--- config.mk ---
export PLATFORM = sky130hd
export DESIGN_NAME = jtag_dbg_bus_dr_flat
export DESIGN_NICKNAME = d
export VERILOG_FILES = /design/src/rtl/jtag_dbg_bus_dr_if.sv /design/src/rtl/jtag_dbg_bus_dr.sv /design/src/flat_wrapper.sv
export SDC_FILE = /design/constraint.sdc
export NUM_CORES = 1
export LEC_CHECK = 0
export CORE_MARGIN = 2
export CORE_UTILIZATION = 46
export DETAILED_ROUTE_END_ITERATION = 16
export DONT_BUFFER_PORTS = 1
export GPL_ROUTABILITY_DRIVEN = 0
export PLACE_DENSITY = 0.65
export SETUP_SLACK_MARGIN = 0.3
export SLEW_MARGIN = 20
export SYNTH_ARGS = -nofsm -noshare
export SYNTH_HDL_FRONTEND = slang
export SYNTH_SLANG_ARGS = --single-unit
--- constraint.sdc ---
create_clock -name clk_i -period 4.3 [get_ports clk_i]
set_input_delay 0.43 -clock clk_i [delete_from_list [all_inputs] [get_ports clk_i]]
set_output_delay 0.43 -clock clk_i [all_outputs]
set_load 0.01 [all_outputs]
--- src/rtl/jtag_dbg_bus_dr_if.sv ---
// jtag_dbg_bus_dr_if: req/ack register bus between the debug DR engine and the target
interface jtag_dbg_bus_dr_if #(
  parameter int ADDR_W = 8,
  parameter int DATA_W = 32
);
  logic              req_o;
  logic              we_o;
  logic [ADDR_W-1:0] addr_o;
  logic [DATA_W-1:0] wdata_o;
  logic              ack_i;
  logic [DATA_W-1:0] rdata_i;
  modport master (output req_o, we_o, addr_o, wdata_o, input ack_i, rdata_i);
  modport slave  (input req_o, we_o, addr_o, wdata_o, output ack_i, rdata_i);
endinterface

--- src/rtl/jtag_dbg_bus_dr.sv ---
// jtag_dbg_bus_dr: debug data register that turns shifted-in commands into single req/ack bus accesses
module jtag_dbg_bus_dr #(
  parameter int ADDR_W  = 8,
  parameter int DATA_W  = 32,
  parameter int TIMEOUT = 255,
  parameter int TO_W    = 8
) (
  input  logic              clk_i,
  input  logic              rst_i,
  input  logic              tck_rise_i,
  input  logic              debug_select_i,
  input  logic              capture_dr_i,
  input  logic              shift_dr_i,
  input  logic              update_dr_i,
  input  logic              tdi_i,
  output logic              tdo_o,
  jtag_dbg_bus_dr_if.master bus
);
  localparam int DR_W = 1 + ADDR_W + DATA_W;
  typedef enum logic {IDLE, REQ} state_e;
  state_e            state_q;
  logic [DR_W-1:0]   dr_q, dr_d;
  logic [DATA_W-1:0] rdata_q;
  logic [TO_W-1:0]   cnt_q;
  logic              rd_valid_q, timeout_q, overrun_q;
  logic              act, cap, shf, upd, busy, ack, to_hit;
  assign act    = tck_rise_i & debug_select_i;
  assign cap    = act & capture_dr_i;
  assign shf    = act & ~capture_dr_i & shift_dr_i;
  assign upd    = act & ~capture_dr_i & ~shift_dr_i & update_dr_i;
  assign busy   = state_q == REQ;
  assign ack    = busy & bus.ack_i;
  // ack on the final count wins over timeout
  assign to_hit = busy & ~bus.ack_i & (cnt_q == TO_W'(TIMEOUT));
  assign tdo_o  = dr_q[0];
  always_comb
    dr_d = cap ? {rdata_q, {(ADDR_W-3){1'b0}}, rd_valid_q, timeout_q, overrun_q, busy}
         : shf ? {tdi_i, dr_q[DR_W-1:1]}
         : dr_q;
  always_ff @(posedge clk_i or posedge rst_i)
    if (rst_i) begin
      state_q     <= IDLE;
      dr_q        <= '0;
      rdata_q     <= '0;
      cnt_q       <= '0;
      rd_valid_q  <= 1'b0;
      timeout_q   <= 1'b0;
      overrun_q   <= 1'b0;
      bus.req_o   <= 1'b0;
      bus.we_o    <= 1'b0;
      bus.addr_o  <= '0;
      bus.wdata_o <= '0;
    end else begin
      dr_q       <= dr_d;
      // sticky flags: a set on the capture edge beats the clear
      rd_valid_q <= (ack & ~bus.we_o) | (rd_valid_q & ~cap);
      timeout_q  <= to_hit | (timeout_q & ~cap);
      overrun_q  <= (upd & busy) | (overrun_q & ~cap);
      if (ack & ~bus.we_o) rdata_q <= bus.rdata_i;
      if (state_q == IDLE) begin
        if (upd) begin
          bus.we_o    <= dr_q[0];
          bus.addr_o  <= dr_q[ADDR_W:1];
          bus.wdata_o <= dr_q[DR_W-1:ADDR_W+1];
          bus.req_o   <= 1'b1;
          cnt_q       <= '0;
          state_q     <= REQ;
        end
      end else if (ack | to_hit) begin
        bus.req_o <= 1'b0;
        state_q   <= IDLE;
      end else begin
        cnt_q <= cnt_q + 1'b1;
      end
    end
endmodule

--- src/flat_wrapper.sv ---
// flat-port wrapper written by rule: the top's interface ports become plain ports
module jtag_dbg_bus_dr_flat 
#(
  parameter int ADDR_W  = 8,
  parameter int DATA_W  = 32,
  parameter int TIMEOUT = 255,
  parameter int TO_W    = 8
)
  (clk_i, rst_i, tck_rise_i, debug_select_i, capture_dr_i, shift_dr_i, update_dr_i, tdi_i, tdo_o, bus_req_o, bus_we_o, bus_addr_o, bus_wdata_o, bus_ack_i, bus_rdata_i);
  jtag_dbg_bus_dr_if #(.ADDR_W(ADDR_W), .DATA_W(DATA_W)) bus_i ();
  input  logic clk_i;
  input  logic rst_i;
  input  logic tck_rise_i;
  input  logic debug_select_i;
  input  logic capture_dr_i;
  input  logic shift_dr_i;
  input  logic update_dr_i;
  input  logic tdi_i;
  output logic tdo_o;
  output wire logic [$bits(bus_i.req_o)-1:0] bus_req_o;
  output wire logic [$bits(bus_i.we_o)-1:0] bus_we_o;
  output wire logic [$bits(bus_i.addr_o)-1:0] bus_addr_o;
  output wire logic [$bits(bus_i.wdata_o)-1:0] bus_wdata_o;
  input wire logic [$bits(bus_i.ack_i)-1:0] bus_ack_i;
  input wire logic [$bits(bus_i.rdata_i)-1:0] bus_rdata_i;
  assign bus_req_o = bus_i.req_o;
  assign bus_we_o = bus_i.we_o;
  assign bus_addr_o = bus_i.addr_o;
  assign bus_wdata_o = bus_i.wdata_o;
  assign bus_i.ack_i = bus_ack_i;
  assign bus_i.rdata_i = bus_rdata_i;
  jtag_dbg_bus_dr #(.ADDR_W(ADDR_W), .DATA_W(DATA_W), .TIMEOUT(TIMEOUT), .TO_W(TO_W)) u_core (.clk_i(clk_i), .rst_i(rst_i), .tck_rise_i(tck_rise_i), .debug_select_i(debug_select_i), .capture_dr_i(capture_dr_i), .shift_dr_i(shift_dr_i), .update_dr_i(update_dr_i), .tdi_i(tdi_i), .tdo_o(tdo_o), .bus(bus_i));
endmodule
==> run summary <==
The final core area utilization came out at 52.57%. The fraction of final layout cells sized beyond drive strength 1 is 29.40%. The count of pins on the block boundary came out at 84. The largest incremental delay on the critical path came out at 1.13 ns. The final setup TNS came out at 0 ns.

The critical path goes through or4_2, buf_4, and2_1, o2bb2ai_1. After layout, the worst setup slack is 1.808 ns. The critical-path cell with the highest stage delay is sky130_fd_sc_hd__or4_2.

Compared with the post-synthesis result, the final layout area differs by 12.68%. The run finished with clean final reports. The tightest slew margin relative to the limit is 33.22%. The number of search-and-repair iterations in the first detailed-routing pass is 4.

The post-route minimum period is 2.492 ns. The global-route wire length before repair came out at 16.77 mm. The count of max-cap constraint violations came out at 0. The ratio of total power to cell area came out at 605.7 nW/um^2.

The final-stage net count is 413. The maximum operating frequency came out at 401.4 MHz. The total cell area at the placement stage is 5355 sq um. Once the floorplan was initialized, standard cells occupied 46.65% of the core. The number of routed nets with antenna violations came out at 0. The H-tree was split into 4 levels. In this run the worst path has a maximum fanout of 27.

Setup repair after global routing left no endpoint under its margin. In the layout the commonest cells are 127 x sky130_fd_sc_hd__dfrtp_1, 37 x sky130_fd_sc_hd__and3_1, 37 x sky130_fd_sc_hd__mux2_2. The floorplan has 39 rows. The count of placed standard cells in the final layout, fillers left out came out at 525.

The number of buffers inserted by hold repair at cts came out at 0. The total global routing overflow is 0. The worst-skew pair later-pin latency came out at 0.40 ns. During placement, the flow inserted port buffers numbering 0.

The tree is rooted in a sky130_fd_sc_hd__clkbuf_16. The flip-flop cell with the highest count after synthesis is sky130_fd_sc_hd__dfrtp_1. The max-slew violation total from the final report is 0. The number of buffers inserted to repair setup after CTS came out at 0. STA classifies the critical path startpoint as a flip-flop. The largest vdd supply drop came out at 0.4428 mV. The leakage component of the power came out at 2.982 nW. The DRC violation count after routing came out at 0. The worst-case clock buffer depth is 2.

The count of clock tree sinks is 127. The worst setup slack before clock tree synthesis came out at 1.755 ns. The total routed wirelength is 10.25 mm.

The clock-pin slew of the registers on the worst-case setup and hold paths came out at 0.05 ns. Counting flops with an async set or reset pin after synthesis yields a share of 100.0%. The average size of a mapped cell is 14.14 sq um. The transition time of the tightest slew-check pin came out at 0.9986 ns. The clock skew is 0.005476 ns.

The via count of the first global-routing pass is 3036. Buffers inserted during clock tree synthesis total 17. The post-cts repair resize count came out at 0. The critical path required time came out at 4.57 ns.

The maximum number of pins on one net before global-route repair is 128. TritonCTS built the clock tree. The Yosys step of the flow raised 0 warnings. The floorplan step set the die height to 110.9 um.

The area of the core came out at 11270 sq um. The count of unique library cells instantiated by Yosys is 31. The count of endpoints failing setup in the final report came out at 0. In this run, placement finished with an instance count of 495.

The endpoint kind of the worst setup timing path is a flip-flop. The number of nets produced by synthesis is 414. The fraction of the cycle the final worst path needs is 57.94%. The number of antenna violations at the first check in global routing came out at 1. The final hold violation count is 0. The register bit count reported by yosys is 127. The sequential element share of the synthesized area is 60.43%. The fill cell instance count of the final layout came out at 929. The count of vias placed by the detailed router came out at 3033. The number of enable-type register cells in the synthesized netlist is 0. The path class of the tightest hold or removal check is in -> async. The netlist area before placement is 5259 sq um. Global routing used 17.44% of the available tracks. The detailed placement HPWL came out at 6.441 mm. The finished layout cell area came out at 5926 sq um. Leaving out fill and tap cells, the most frequent cell in the layout is sky130_fd_sc_hd__dfrtp_1. The floorplan die area came out at 12300 sq um.

The reg-to-reg setup timing slack is 1.81 ns. The via density per instance is 5.777. After technology mapping, the gate count stands at 372. STA puts the critical path data arrival time at 2.77 ns. By startpoint and endpoint, the worst setup path is classified as reg -> reg. The chip width came out at 110.9 um. The number of DRC markers after the initial detailed-route iteration came out at 217. The detailed-route wire length per cell is 19.52 um.
## metrics by stage
| step | total power [mW] | hold WS, ns |
|---|---|---|
| 6_report | 3.589 | 0.01619 |
| 2_1_floorplan | 2.132 | 0.4433 |
| 3_3_place_gp | 2.243 | 0.4604 |
| 3_5_place_dp | 2.272 | 0.4659 |
| 4_1_cts | 3.632 | 0.1569 |
| 5_1_grt | 3.770 | 0.1249 |
## synthesized netlist by cell type, types with 5 or more instances
master,count,area [sq um]
sky130_fd_sc_hd__dfrtp_1,127,3178
sky130_fd_sc_hd__nand3_1,14,70.07
sky130_fd_sc_hd__mux2_4,36,540.5
sky130_fd_sc_hd__clkbuf_1,18,67.56
sky130_fd_sc_hd__inv_1,5,18.77
sky130_fd_sc_hd__a221o_1,33,330.3
sky130_fd_sc_hd__o2bb2ai_1,5,43.79
sky130_fd_sc_hd__buf_6,5,56.30
sky130_fd_sc_hd__nand2_1,17,63.81
sky130_fd_sc_hd__and3_1,37,231.5
sky130_fd_sc_hd__mux2_2,37,416.7
sky130_fd_sc_hd__o21ai_0,5,25.02
sky130_fd_sc_hd__nor2_1,6,22.52
## kinds of logic after synthesis
logic type / synth area share (%)
AOI/OAI and AO/OA: 8.565
adders and majority gates: 0.2379
buffers and inverters: 2.998
DFF: 60.43
muxes: 18.77
and+or+nand+nor: 8.994
## critical path: cells and delay by family, from the launching register on
family / cells / cell delay, ns
buf+inv: 1 / 0.41
flops: 1 / 0.42
simple gates: 2 / 1.38
compound gates: 1 / 0.15
## final cells by class
| type | instances | area (sq um) | share of cell area (%) |
|---|---|---|---|
| clock inverter | 6 | 57.56 | 0.9713 |
| antenna | 1 | 2.502 | 0.04223 |
| tap | 143 | 178.9 | 3.019 |
| inverter | 5 | 26.28 | 0.4434 |
| sequential | 127 | 3178 | 53.63 |
| clock buffer | 23 | 508.0 | 8.573 |
| multi-input combinational | 214 | 1929 | 32.56 |
| timing repair buffer | 6 | 45.04 | 0.7601 |
## per-layer routing
layer,wire (um),track usage [%],share of wire (%),vias to the layer above
met2,4885,25.28,48,84
met3,553,6.452,5.4,4
met1,4737,24.40,46,1559
met5,0,0,0,-
met4,73,5.833,0.71,0
li1,-,-,-,1386
## report_power, final
group,leakage (nW),switching [mW],internal [mW]
registers,1.65,0.285,1.50
logic,1.05,0.146,0.315
clock network,0.283,0.468,0.873
## flip-flops by register name, indices dropped and copies added (netlist names)
signal              count
u_core.bus.addr_o       8
u_core.dr_q            41
u_core.busy             1
u_core.bus.we_o         1
u_core.bus.wdata_o     32
u_core.cnt_q            8
u_core.timeout_q        1
u_core.rd_valid_q       1
u_core.overrun_q        1
u_core.rdata_q         32
u_core.bus.req_o        1
## worst paths after layout
check / from / to / depth (start not counted)
max: u_core.busy$_DFF_PP0_ / u_core.cnt_q[2]$_DFFE_PP0P_ / 4
min: rst_i / u_core.rdata_q[6]$_DFFE_PP0P_ / 1
max reg2reg: u_core.busy$_DFF_PP0_ / u_core.cnt_q[2]$_DFFE_PP0P_ / 4
min reg2reg: u_core.rd_valid_q$_DFF_PP0_ / u_core.rd_valid_q$_DFF_PP0_ / 2
max in group asynchronous: rst_i / u_core.bus.wdata_o[11]$_DFFE_PP0P_ / 1
min in group clk_i: tdi_i / u_core.dr_q[40]$_DFFE_PP0P_ / 1
(Power assumes the default switching activity.)
